File: config.mk
export PLATFORM = sky130hd
export DESIGN_NAME = pipelined_shift_rotate_flat
export DESIGN_NICKNAME = d
export VERILOG_FILES = /design/src/rtl/pipelined_shift_rotate_pkg.sv /design/src/rtl/pipelined_shift_rotate_if.sv /design/src/rtl/pipelined_shift_rotate_stage.sv /design/src/rtl/pipelined_shift_rotate.sv /design/src/flat_wrapper.sv
export SDC_FILE = /design/constraint.sdc
export NUM_CORES = 1
export LEC_CHECK = 0
export CORE_MARGIN = 4
export CORE_UTILIZATION = 40
export DETAILED_ROUTE_END_ITERATION = 8
export GPL_ROUTABILITY_DRIVEN = 1
export HOLD_SLACK_MARGIN = 0.12
export MAX_ROUTING_LAYER = met4
export PLACE_DENSITY_LB_ADDON = 0.3
export SYNTH_ARGS = -nofsm -noshare
export SYNTH_HDL_FRONTEND = slang
export SYNTH_SLANG_ARGS = --single-unit
File: constraint.sdc
create_clock -name clk -period 2.5 [get_ports clk]
set_clock_uncertainty 0.1 [all_clocks]
set_input_delay 0.375 -clock clk [delete_from_list [all_inputs] [get_ports clk]]
set_output_delay 0.375 -clock clk [all_outputs]
set_load 0.01 [all_outputs]
File: src/rtl/pipelined_shift_rotate_pkg.sv
// Shared types and helpers for the pipelined shifter/rotator.
// Left operations reuse the right-shift datapath on a bit-reversed word.
package shift_pkg;

  typedef enum logic [2:0] {
    OP_ROR  = 3'd0,
    OP_ROL  = 3'd1,
    OP_SRL  = 3'd2,
    OP_SLL  = 3'd3,
    OP_SRA  = 3'd4,
    OP_PASS = 3'd5
  } op_e;

  // Upper bound on WIDTH that bit_reverse can handle.
  localparam int MAX_W = 256;

  // Reverses the low w bits of x; bits at and above w come back as zero.
  function automatic logic [MAX_W-1:0] bit_reverse(input logic [MAX_W-1:0] x, input int w);
    logic [MAX_W-1:0] r;
    r = '0;
    for (int i = 0; i < MAX_W; i++) begin
      if (i < w) r[i] = x[w-1-i];
    end
    return r;
  endfunction

  function automatic logic is_left(input op_e op);
    return (op == OP_ROL) || (op == OP_SLL);
  endfunction

  // Codes 101..111 all collapse onto pass-through.
  function automatic op_e decode_op(input logic [2:0] raw);
    return (raw >= 3'd5) ? OP_PASS : op_e'(raw);
  endfunction

endpackage

File: src/rtl/pipelined_shift_rotate_if.sv
// Streaming bus for the pipelined shifter: operand side in_*, result side out_*.
// A word moves on an edge where valid && ready; the sender holds valid and payload steady until it moves.
interface pipelined_shift_rotate_if #(parameter int WIDTH = 16);
  localparam int AMT_W = $clog2(WIDTH);

  logic             in_valid;
  logic             in_ready;
  logic [WIDTH-1:0] in_data;
  logic [AMT_W-1:0] in_amt;
  logic [2:0]       in_op;
  logic             out_valid;
  logic             out_ready;
  logic [WIDTH-1:0] out_data;
  logic             out_zero;

  modport master (
    output in_valid, in_data, in_amt, in_op, out_ready,
    input  in_ready, out_valid, out_data, out_zero
  );

  modport slave (
    input  in_valid, in_data, in_amt, in_op, out_ready,
    output in_ready, out_valid, out_data, out_zero
  );
endinterface

File: src/rtl/pipelined_shift_rotate_stage.sv
// One log-shifter stage: conditional right shift/rotate by 2**STAGE, then a
// pipeline register that holds its contents whenever en is low.
module shift_stage
  import shift_pkg::*;
#(
  parameter int  WIDTH = 16,
  parameter int  STAGE = 0,
  localparam int AMT_W = $clog2(WIDTH)
) (
  input  logic             clk,
  input  logic             reset,
  input  logic             en,
  input  logic             in_valid,
  input  logic [WIDTH-1:0] in_data,
  input  logic [AMT_W-1:0] in_amt,
  input  op_e              in_op,
  output logic             out_valid,
  output logic [WIDTH-1:0] out_data,
  output logic [AMT_W-1:0] out_amt,
  output op_e              out_op,
  output logic             out_zero
);
  localparam int SH = 2 ** STAGE;

  logic [WIDTH-1:0] shifted;
  logic [WIDTH-1:0] fill_mask;

  logic             valid_d, valid_q;
  logic [WIDTH-1:0] data_d, data_q;
  logic [AMT_W-1:0] amt_d, amt_q;
  op_e              op_d, op_q;
  logic             zero_d, zero_q;

  always_comb begin
    fill_mask = ~({WIDTH{1'b1}} >> SH);
    shifted   = in_data;
    if (in_amt[STAGE]) begin
      case (in_op)
        OP_ROR, OP_ROL: shifted = (in_data >> SH) | (in_data << (WIDTH - SH));
        OP_SRL, OP_SLL: shifted = in_data >> SH;
        OP_SRA:         shifted = (in_data >> SH) | (in_data[WIDTH-1] ? fill_mask : '0);
        default:        shifted = in_data;
      endcase
    end
  end

  always_comb begin
    valid_d = valid_q;
    data_d  = data_q;
    amt_d   = amt_q;
    op_d    = op_q;
    zero_d  = zero_q;
    if (en) begin
      valid_d = in_valid;
      data_d  = shifted;
      amt_d   = in_amt;
      op_d    = in_op;
      zero_d  = (shifted == '0);
    end
  end

  always_ff @(posedge clk or posedge reset) begin
    if (reset) begin
      valid_q <= 1'b0;
      data_q  <= '0;
      amt_q   <= '0;
      op_q    <= OP_PASS;
      zero_q  <= 1'b1;
    end else begin
      valid_q <= valid_d;
      data_q  <= data_d;
      amt_q   <= amt_d;
      op_q    <= op_d;
      zero_q  <= zero_d;
    end
  end

  assign out_valid = valid_q;
  assign out_data  = data_q;
  assign out_amt   = amt_q;
  assign out_op    = op_q;
  assign out_zero  = zero_q;

endmodule

File: src/rtl/pipelined_shift_rotate.sv
// Pipelined WIDTH-bit shifter/rotator: AMT_W shift stages, one register each,
// with input/output bit reversal so left operations reuse the right-shift stages.
module pipelined_shift_rotate
  import shift_pkg::*;
#(
  parameter int WIDTH = 16
) (
  input logic                     clk,
  input logic                     reset,
  pipelined_shift_rotate_if.slave bus
);
  localparam int AMT_W = $clog2(WIDTH);

  logic             stall;
  logic             advance;
  op_e              in_op_n;
  logic [AMT_W-1:0] in_amt_n;
  logic [WIDTH-1:0] in_word;
  logic [WIDTH-1:0] last_data;
  op_e              last_op;

  logic             stg_valid [AMT_W];
  logic [WIDTH-1:0] stg_data  [AMT_W];
  logic [AMT_W-1:0] stg_amt   [AMT_W];
  op_e              stg_op    [AMT_W];
  logic             stg_zero  [AMT_W];

  // The whole pipe freezes only when the output register cannot drain.
  assign stall   = stg_valid[AMT_W-1] & ~bus.out_ready;
  assign advance = ~stall;

  always_comb begin
    in_op_n  = decode_op(bus.in_op);
    in_amt_n = (in_op_n == OP_PASS) ? '0 : bus.in_amt;
    in_word  = bus.in_data;
    if (is_left(in_op_n)) in_word = WIDTH'(bit_reverse(MAX_W'(bus.in_data), WIDTH));
  end

  for (genvar k = 0; k < AMT_W; k++) begin : g_stage
    logic             v_i;
    logic [WIDTH-1:0] d_i;
    logic [AMT_W-1:0] a_i;
    op_e              o_i;

    if (k == 0) begin : g_first
      assign v_i = bus.in_valid;
      assign d_i = in_word;
      assign a_i = in_amt_n;
      assign o_i = in_op_n;
    end else begin : g_next
      assign v_i = stg_valid[k-1];
      assign d_i = stg_data[k-1];
      assign a_i = stg_amt[k-1];
      assign o_i = stg_op[k-1];
    end

    shift_stage #(
      .WIDTH (WIDTH),
      .STAGE (k)
    ) u_stage (
      .clk       (clk),
      .reset     (reset),
      .en        (advance),
      .in_valid  (v_i),
      .in_data   (d_i),
      .in_amt    (a_i),
      .in_op     (o_i),
      .out_valid (stg_valid[k]),
      .out_data  (stg_data[k]),
      .out_amt   (stg_amt[k]),
      .out_op    (stg_op[k]),
      .out_zero  (stg_zero[k])
    );
  end

  assign last_data = stg_data[AMT_W-1];
  assign last_op   = stg_op[AMT_W-1];

  always_comb begin
    bus.out_data = last_data;
    if (is_left(last_op)) bus.out_data = WIDTH'(bit_reverse(MAX_W'(last_data), WIDTH));
  end

  assign bus.in_ready  = ~stall;
  assign bus.out_valid = stg_valid[AMT_W-1];
  assign bus.out_zero  = stg_zero[AMT_W-1];

endmodule

File: src/flat_wrapper.sv
// flat-port wrapper written by rule: the top's interface ports become plain ports
module pipelined_shift_rotate_flat import shift_pkg::*;
#(
  parameter int WIDTH = 16
)
  (clk, reset, bus_in_valid, bus_in_data, bus_in_amt, bus_in_op, bus_out_ready, bus_in_ready, bus_out_valid, bus_out_data, bus_out_zero);
  pipelined_shift_rotate_if #(.WIDTH(WIDTH)) bus_i ();
  input logic clk;
  input logic reset;
  input wire logic [$bits(bus_i.in_valid)-1:0] bus_in_valid;
  input wire logic [$bits(bus_i.in_data)-1:0] bus_in_data;
  input wire logic [$bits(bus_i.in_amt)-1:0] bus_in_amt;
  input wire logic [$bits(bus_i.in_op)-1:0] bus_in_op;
  input wire logic [$bits(bus_i.out_ready)-1:0] bus_out_ready;
  output wire logic [$bits(bus_i.in_ready)-1:0] bus_in_ready;
  output wire logic [$bits(bus_i.out_valid)-1:0] bus_out_valid;
  output wire logic [$bits(bus_i.out_data)-1:0] bus_out_data;
  output wire logic [$bits(bus_i.out_zero)-1:0] bus_out_zero;
  assign bus_i.in_valid = bus_in_valid;
  assign bus_i.in_data = bus_in_data;
  assign bus_i.in_amt = bus_in_amt;
  assign bus_i.in_op = bus_in_op;
  assign bus_i.out_ready = bus_out_ready;
  assign bus_in_ready = bus_i.in_ready;
  assign bus_out_valid = bus_i.out_valid;
  assign bus_out_data = bus_i.out_data;
  assign bus_out_zero = bus_i.out_zero;
  pipelined_shift_rotate #(.WIDTH(WIDTH)) u_core (.clk(clk), .reset(reset), .bus(bus_i));
endmodule
; ---- Yosys cells after proc, flatten, opt, wreduce, memory -nomap -nowiden
; Cells that the tools add are included.
[totals]
out_inout_bits = 19
ff_bits = 93
word_cells = 78
in_bits = 27
[op_classes]
n_eq_ne = 19
n_mux = 16
n_reduce_logical = 15
order_cmp = 1
n_bitwise = 11
[ops]
columns = operator, n
row1 = $pmux W16 S3, 4
row2 = $mux W16, 10
row3 = $or A12 B16 Y16, 2
row4 = $or A14 B16 Y16, 2
row5 = $or A15 B16 Y16, 2
row6 = $or A8 B16 Y16, 2
row7 = $eq A3 B2 Y1 const B, 9
row8 = $logic_not A16 Y1, 1
row9 = $reduce_or A2 Y1, 8
row10 = $eq A3 B1 Y1 const B, 5
row11 = $eq A3 B3 Y1 const B, 5
row12 = $logic_not A3 Y1, 4
row13 = $mux W4, 1
row14 = $ge A3 B3 Y1 const B, 1
row15 = $mux W3, 1
row16 = $logic_or A1 B1 Y1, 2
row17 = $not A1 Y1, 2
row18 = $and A1 B1 Y1, 1

; ---- Depth between registers and ports, before layout
; Gate-level depths: netlist of run 1.
[logic_depth]
depth_word = 9
depth_mapped = 6

; ---- Hierarchy
; From an unflattened synthesis of run 1, not the netlist that was laid out.
[hier_totals]
hier_cells = 506
hier_area_um2 = 5388.9
[modules_own_cells]
columns = module, cells_each, seq_area_each_um2, n_inst, area_per_inst_um2
row1 = shift_stage at u_core.g_stage[3].u_stage, 133, 629.4, 1, 1277.5
row2 = shift_stage at u_core.g_stage[2].u_stage, 119, 629.4, 1, 1265.0
row3 = shift_stage at u_core.g_stage[1].u_stage, 104, 629.4, 1, 1183.6
row4 = shift_stage at u_core.g_stage[0].u_stage, 101, 629.4, 1, 1161.1
row5 = pipelined_shift_rotate, 49, 0.0, 1, 501.7

; ---- Worst setup path after synthesis of run 1
; Ideal clock, no wire load.
[synth_timing]
path_kind = register to register
startpoint = register u_core.g_stage[2].u_stage.data_q[8]
endpoint = register u_core.g_stage[3].u_stage.zero_q
path_slack_ns = 0.565
stages_incl_launch_ff = 5
required_ns = 2.339
setup_time_ns = 0.061
t_arrival_ns = 1.774
period_less_slack_ns = 1.935
cell_sequence = dfrtp_1 -> or4_1 -> or4b_1 -> a221oi_2 -> a31o_1
[synth_via]
elab_chain_len = 4
elab_cells_between_ends = 5
cone_classes = mux (2) / bitwise (2) / reduce/logical (1)
[synth_rtl]
columns = element, line
row1 = "start, declared", pipelined_shift_rotate_stage.sv:29  ; logic [WIDTH-1:0] data_d, data_q;
row2 = "start signal, assigned", pipelined_shift_rotate_stage.sv:71  ; data_q <= data_d;
row3 = "$or A8 B16 Y16, on equally long branches", "pipelined_shift_rotate_stage.sv:41, pipelined_shift_rotate_stage.sv:39"
row4 = $pmux W16 S3, pipelined_shift_rotate_stage.sv:38  ; case (in_op)
row5 = $mux W16 *, pipelined_shift_rotate_stage.sv:37  ; if (in_amt[STAGE]) begin
row6 = $logic_not A16 Y1 *, pipelined_shift_rotate_stage.sv:58  ; zero_d = (shifted == '0);
row7 = "end signal, assigned", pipelined_shift_rotate_stage.sv:74  ; zero_q <= zero_d;
row8 = "end, declared", pipelined_shift_rotate_stage.sv:32  ; logic zero_d, zero_q;
; Mark *: on every way between the ends. The rest lies on a longest branch, timed or not.
; A chain may end at the register's enable or synchronous reset.

; ---- Worst setup path after layout of run 1
[layout_timing]
startpoint = register u_core.g_stage[3].u_stage.op_q[0]
endpoint = output bus_out_data[9]
[layout_via]
elab_chain_len = 3
elab_cells_between_ends = 4
cone_classes = eq/ne (2) / mux (1) / reduce/logical (1)
[layout_rtl]
columns = element, line
row1 = "start, declared", pipelined_shift_rotate_stage.sv:31  ; op_e op_d, op_q;
row2 = "start signal, assigned", pipelined_shift_rotate_stage.sv:73  ; op_q <= op_d;
row3 = $eq A3 B1 Y1 or $eq A3 B2 Y1 (tied branches), pipelined_shift_rotate_pkg.sv:28  ; return (op == OP_ROL) || (op == OP_SLL);
row4 = $logic_or A1 B1 Y1 *, pipelined_shift_rotate_pkg.sv:28
row5 = $mux W16 *, pipelined_shift_rotate.sv:81  ; if (is_left(last_op)) bus.out_data = WIDTH'(bit_reverse(MAX_W'(last_data), WIDTH));
row6 = "end, declared", flat_wrapper.sv:17  ; output wire logic [$bits(bus_i.out_data)-1:0] bus_out_data;
; Marks and branches as above.

==> run_results.csv, run 1 <==
group,metric,value,unit
timing,slew_violations,0,
placement,gp_congestion,0.836,
grt,grt_pass1_vias,3392,
placement,dpl.hpwl,7.04,mm
grt,overflow,0,
yosys,synth_nets,536,
die,start_util,41.4,%
run,drv_cap,0,
worst_setup_path,cp_data_arrival_time,1.87,ns
worst_setup_path,critPathMaxFanout,16,
worst_setup_path,cp.required,2.03,ns
worst_setup_path,reg2reg_from,"u_core.g_stage[2].u_stage.out_data[8]$_DFFE_PP0N_",
clock_network,clockBufferDepth,2,
route,drcViolationCount,0,
route,antenna_left,0,
route,wire_per_inst,14.0,um
cells_and_area,diodes,0,
clock_network,cts_buffers,9,
route,routed_via_density,5.18,
die,rows,38,
timing,setup_violations,0,
timing,hold_viol,0,
clock_network,clock_sinks,86,
cells_and_area,finalNonFillerCells,689,
worst_setup_path,cp-start-kind,"register",
timing,period_minus_slack,2.34,ns
die,dieWidth,114,um
worst_setup_path,r2r-end,"u_core.g_stage[3].u_stage.out_zero$_DFFE_PP1N_",
clock_network,root_buffer,"clkbuf_16",
timing,rsz0062_at_grt,"no",
cells_and_area,layout-drive-gt1-share,8.38,%
yosys,synth_ff_type,"dfrtp_1",
power,intPower,4.14,mW
clock_network,path_clk_slew,0.06,ns
timing,fin_hold_ws,0.335,ns
timing,worstMarginPinSlew,0.615,ns
yosys,ys_top_cells_by_area,"dfrtp_1, nand2_1, mux2i_1",
worst_setup_path,cpMostUsedCell,"nand2_1",
power,vdd.ir_drop.worst,0.762,mV
placement,placed_cells,673,
placement,portBuffers,45,
worst_setup_path,path_buf_inv,2,
placement,placed_area,5160,sq um
yosys,synth_area_leader_cell,"dfrtp_1",
min_path,min_path_type,"in2async",
power,leakage,2.52,nW
worst_setup_path,end_kind,"output pin",
yosys,netlist_area,4530,sq um
route,dr.pass1.iters,4,
worst_setup_path,worstSetupPathType,"reg2out",
grt,grt_start_max_net_pins,109,
clock_network,htree_levels,3,
cells_and_area,area_growth,20.6,%
die,io_pins,46,
yosys,syn_area_per_cell,8.90,sq um
power,seqPwrFrac,40.2,%
worst_setup_path,critPathTopFamily,"buffers and inverters",
route,vias,3571,
grt,track_usage,15.8,%
power,power.net_switching,2.53,mW
cells_and_area,fin_area,5460,sq um
timing,fin_ws,0.156,ns
route,drt_iter0_drc,201,
timing,setup_tns,0,ns
cells_and_area,fin_nets,571,
die,core,10900,sq um
run_status,status,"complete, no violations",
cells_and_area,utilization,50.0,%
clock_network,clock_latency,0.33,ns
placement,dp_slack,0.290,ns
yosys,yosys_warnings,0,
yosys,synth_edf_count,0,
yosys,synthArstFlopShare,100,%
grt,antenna_found_initial,0,
yosys,ys_seq_area_share,47.8,%
die,dieArea,13100,sq um
power,power_density,1220,nW/um^2
route,wl,9.63,mm
power,power,6.68,mW
worst_setup_path,worstRegToRegCells,4,
yosys,ys_types,45,
worst_setup_path,path_cells,"nor2b_1 -> buf_4 -> nand2_1 -> nand2_1 -> clkdlybuf4s50_1",
die,die_h,114,um
yosys,post_synth_inst_count,509,
grt,grt_pass1_wl,16.3,mm
timing,clock.fmax,427,MHz
yosys,synth_top_area_share,42.6,%
worst_setup_path,critPathMaxStageDelay,0.55,ns
worst_setup_path,cp_slowest_cell,"dfstp_2",
power,power.share.combinational,39.9,%
timing,slew_headroom,58.9,%
power,switching_share,38.0,%
worst_setup_path,rrSetupSlack,0.41,ns
clock_network,cts_tree,"yes",
yosys,ys_ff_latch,86,
timing,fin_crit_sh,93.8,%
power,power.share.clock,19.9,%
power groups by stage:
stage | Clock, mW | Combinational [mW] | Sequential, mW
after floorplan | 0 | 1.89 | 2.48
after global placement | 0 | 2.61 | 2.68
after detailed placement | 0 | 2.69 | 2.71
after CTS | 1.36 | 2.70 | 2.69
after global routing | 1.42 | 2.98 | 2.78
final | 1.33 | 2.66 | 2.69
routing by layer:
metal  vias up  global-route usage, %  wire, um
met5         -                      -         0
met4         0                   5.07       141
met3        10                   3.12       372
met2        76                   25.8      4790
met1      1672                   19.6      4330
li1       1813                      -         -
worst register-to-register path: cells and delay by family (launching register included):
family	cells	cell delay (ns)
compound gates	2	0.45
flops	1	0.41
simple gates	2	1.07
flip-flops by register name (all words and copies together) (netlist names):
| signal | flops |
|---|---|
| u_core.g_stage.u_stage.out_op | 11 |
| u_core.g_stage.u_stage.out_valid | 4 |
| u_core.g_stage.u_stage.out_data | 64 |
| u_core.g_stage.u_stage.out_zero | 1 |
| u_core.g_stage.u_stage.out_amt | 6 |
synthesized netlist by cell type (2+ instances only):
cell / instances
nor4_1: 2
a31oi_1: 3
nor2_1: 26
buf_2: 5
dfrtp_1: 77
a211oi_1: 4
nand2b_1: 15
or4b_1: 2
inv_1: 3
clkbuf_1: 22
a21oi_1: 33
mux2_1: 9
o21ai_1: 45
nand3_1: 3
mux2i_1: 50
a21o_1: 4
nor3b_1: 2
nand2_1: 145
mux2_2: 5
o21ai_0: 4
dfstp_2: 9
o31ai_1: 2
nand3b_1: 3
nor2b_1: 8
buf_1: 5
a2111oi_0: 4
worst max path at each step:
| stage | to | slack (ns) | startpoint | cells after the start |
|---|---|---|---|---|
| 6_report | bus_out_data[9] | 0.16 | u_core.g_stage[3].u_stage.out_op[0]$_DFFE_PP1N_ | 5 |
| 5_1_grt | bus_out_data[14] | 0.05 | u_core.g_stage[3].u_stage.out_op[0]$_DFFE_PP1N_ | 5 |
| 4_1_cts | bus_out_data[9] | 0.13 | u_core.g_stage[3].u_stage.out_op[0]$_DFFE_PP1N_ | 5 |
| 3_5_place_dp | u_core.g_stage[0].u_stage.out_data[2]$_DFFE_PP0N_ | 0.29 | bus_in_op[2] | 6 |
| 3_3_place_gp | u_core.g_stage[0].u_stage.out_data[12]$_DFFE_PP0N_ | 0.37 | bus_in_op[2] | 6 |
| 2_1_floorplan | u_core.g_stage[3].u_stage.out_zero$_DFFE_PP1N_ | 0.57 | u_core.g_stage[2].u_stage.out_data[8]$_DFFE_PP0N_ | 4 |
cells by family (layout without fill, tap and decap cells):
| family | count (synthesis) | after routing | synth area share, % |
|---|---|---|---|
| AND/OR/NAND/NOR | 214 | 214 | 20.6 |
| buffers and inverters | 36 | 76 | 3.12 |
| AO/OA/AOI/OAI | 109 | 109 | 13.9 |
| flip-flops | 86 | 86 | 47.8 |
| multiplexers | 64 | 64 | 14.5 |
cell type report:
cell class	count	area, sq um
flip-flops and latches	86	2160
multi-input cells	387	2230
well taps	140	175
clock inverters	5	58.8
clock buffers	11	243
inverters	4	18.8
fillers	1069	5470
repair buffers	56	571
timing repair:
action	CTS	global route
hold buffers	0	0
resized for setup	1	0
endpoints found under the setup margin	10	0
setup buffers	0	0
layout by cell type, fill, tap and decap left out, drive strengths merged, types with 11 or more instances in the layout:
master / Yosys / final
nor2: 26 / 26
clkdlybuf4s50: 0 / 45
a21oi: 33 / 33
nand2: 146 / 146
nand2b: 15 / 15
mux2i: 50 / 50
o21ai: 49 / 49
buf: 10 / 11
mux2: 14 / 14
dfrtp: 77 / 77
clkbuf: 22 / 11
No activity file was read; power rests on OpenSTA's default activity.
==> run 2: changes to the inputs <==
--- a/config.mk
+++ b/config.mk
@@ -9,9 +9,9 @@
 export CORE_UTILIZATION = 40
 export DETAILED_ROUTE_END_ITERATION = 8
 export GPL_ROUTABILITY_DRIVEN = 1
-export HOLD_SLACK_MARGIN = 0.12
+export HOLD_SLACK_MARGIN = 0.06
 export MAX_ROUTING_LAYER = met4
-export PLACE_DENSITY_LB_ADDON = 0.3
+export SLEW_MARGIN = 10
 export SYNTH_ARGS = -nofsm -noshare
 export SYNTH_HDL_FRONTEND = slang
 export SYNTH_SLANG_ARGS = --single-unit
==> run_results.csv, run 2 (synthesized netlist as in run 1, its figures left out) <==
group,metric,value,unit
route,wl,9.75,mm
grt,grt_pass1_vias,3438,
worst_setup_path,end_kind,"output pin",
worst_setup_path,cp-start-kind,"register",
cells_and_area,largest_reg_flops,64,
route,dr.pass1.iters,4,
placement,dp_slack,0.304,ns
grt,track_usage,16.2,%
cells_and_area,layout-drive-gt1-share,8.24,%
timing,worstMarginPinSlew,0.703,ns
die,core,10900,sq um
cells_and_area,final_common_cell,"nand2_1",
cells_and_area,final_cell_mix,"nand2_1, dfrtp_1, mux2i_1",
route,antenna_left,0,
cells_and_area,area_growth,20.3,%
cells_and_area,diodes,0,
timing,hold_viol,0,
timing,clock.fmax,420,MHz
cells_and_area,finalNonFillerCells,686,
placement,dpl.hpwl,6.84,mm
die,rows,38,
timing,period_minus_slack,2.38,ns
clock_network,htree_levels,3,
clock_network,cts_buffers,9,
worst_setup_path,cp.required,2.03,ns
placement,placed_cells,670,
clock_network,clockBufferDepth,2,
cells_and_area,fillerInstances,1092,
die,dieWidth,114,um
power,leakage,2.51,nW
clock_network,clock_sinks,86,
min_path,min_path_type,"reg2reg",
die,die_h,114,um
route,drcViolationCount,0,
route,wire_per_inst,14.2,um
timing,setup_violations,0,
run_status,status,"complete, no violations",
clock_network,clock_latency,0.34,ns
cells_and_area,fin_area,5450,sq um
placement,placed_area,5140,sq um
route,routed_via_density,5.18,
timing,fin_hold_ws,0.361,ns
power,power,6.70,mW
cells_and_area,fin_nets,568,
clock_network,post_cts_buffers,0,
die,dieArea,13100,sq um
timing,fin_crit_sh,95.2,%
worst_setup_path,cp_data_arrival_time,1.91,ns
timing,slew_violations,0,
worst_setup_path,worstSetupPathType,"reg2out",
power,power_density,1230,nW/um^2
grt,antenna_found_initial,0,
timing,fin_ws,0.119,ns
die,start_util,41.4,%
power,vdd.ir_drop.worst,0.648,mV
placement,gp_congestion,0.822,
clock_network,cts_tree,"yes",
grt,grt_pass1_wl,16.6,mm
clock_network,root_buffer,"clkbuf_16",
timing,rsz0062_at_grt,"no",
grt,overflow,0,
route,vias,3553,
route,drt_iter0_drc,146,
cells_and_area,utilization,49.8,%
timing,slew_headroom,53.0,%
placement,portBuffers,45,
grt,grt_start_max_net_pins,109,
run,drv_cap,0,
worst_setup_path,critPathMaxFanout,14,
timing,setup_tns,0,ns
die,io_pins,46,
clock_network,path_clk_slew,0.06,ns
==> run 2: metal layers <==
metal,track usage (%),vias to the layer above,part of all wire (%)
met1,19.9,1655,46
met4,5.46,0,1.8
met3,2.70,12,2.9
li1,-,1818,-
met2,27.2,68,49
met5,-,-,0
==> run 2: where the power goes <==
part / total (mW) / internal (mW) / leakage [nW] / switching [mW]
registers: 2.73 / 2.06 / 1.02 / 0.668
clock network: 1.33 / 0.797 / 0.148 / 0.530
logic: 2.64 / 1.29 / 1.35 / 1.35
==> run 2: layout make-up <==
type / instances / area [sq um] / share of cell area [%]
multi-input cells: 387 / 2240 / 41.1
flip-flops and latches: 86 / 2160 / 39.7
clock buffers: 10 / 239 / 4.39
well taps: 140 / 175 / 3.22
clock inverters: 6 / 61.3 / 1.13
repair buffers: 53 / 552 / 10.1
inverters: 4 / 18.8 / 0.345
==> run 2: final timing paths <==
path,startpoint,end,slack (ns),cells past startpoint
min reg2reg,u_core.g_stage[2].u_stage.out_valid$_DFFE_PP0N_,u_core.g_stage[3].u_stage.out_valid$_DFFE_PP0N_,0.36,1
max in group asynchronous,reset,u_core.g_stage[1].u_stage.out_op[2]$_DFFE_PP1N_,1.53,3
max reg2reg,u_core.g_stage[2].u_stage.out_data[8]$_DFFE_PP0N_,u_core.g_stage[3].u_stage.out_zero$_DFFE_PP1N_,0.44,4
min in group asynchronous,reset,u_core.g_stage[3].u_stage.out_data[15]$_DFFE_PP0N_,0.41,3
max,u_core.g_stage[3].u_stage.out_op[0]$_DFFE_PP1N_,bus_out_data[11],0.12,5
min,u_core.g_stage[2].u_stage.out_valid$_DFFE_PP0N_,u_core.g_stage[3].u_stage.out_valid$_DFFE_PP0N_,0.36,1
==> run 2: worst max-delay path: stages, from the launching register on <==
cell and delay, ns:
dfstp_2 0.55, nor2b_2 0.20, buf_6 0.18, nand2_1 0.06, nand2_1 0.05, clkdlybuf4s50_1 0.52
==> run 2: repair_timing <==
item | 4_1_cts | 5_1_grt
gates resized for setup | 1 | 2
hold buffers | 0 | 0
endpoints found under the setup margin | 16 | 14
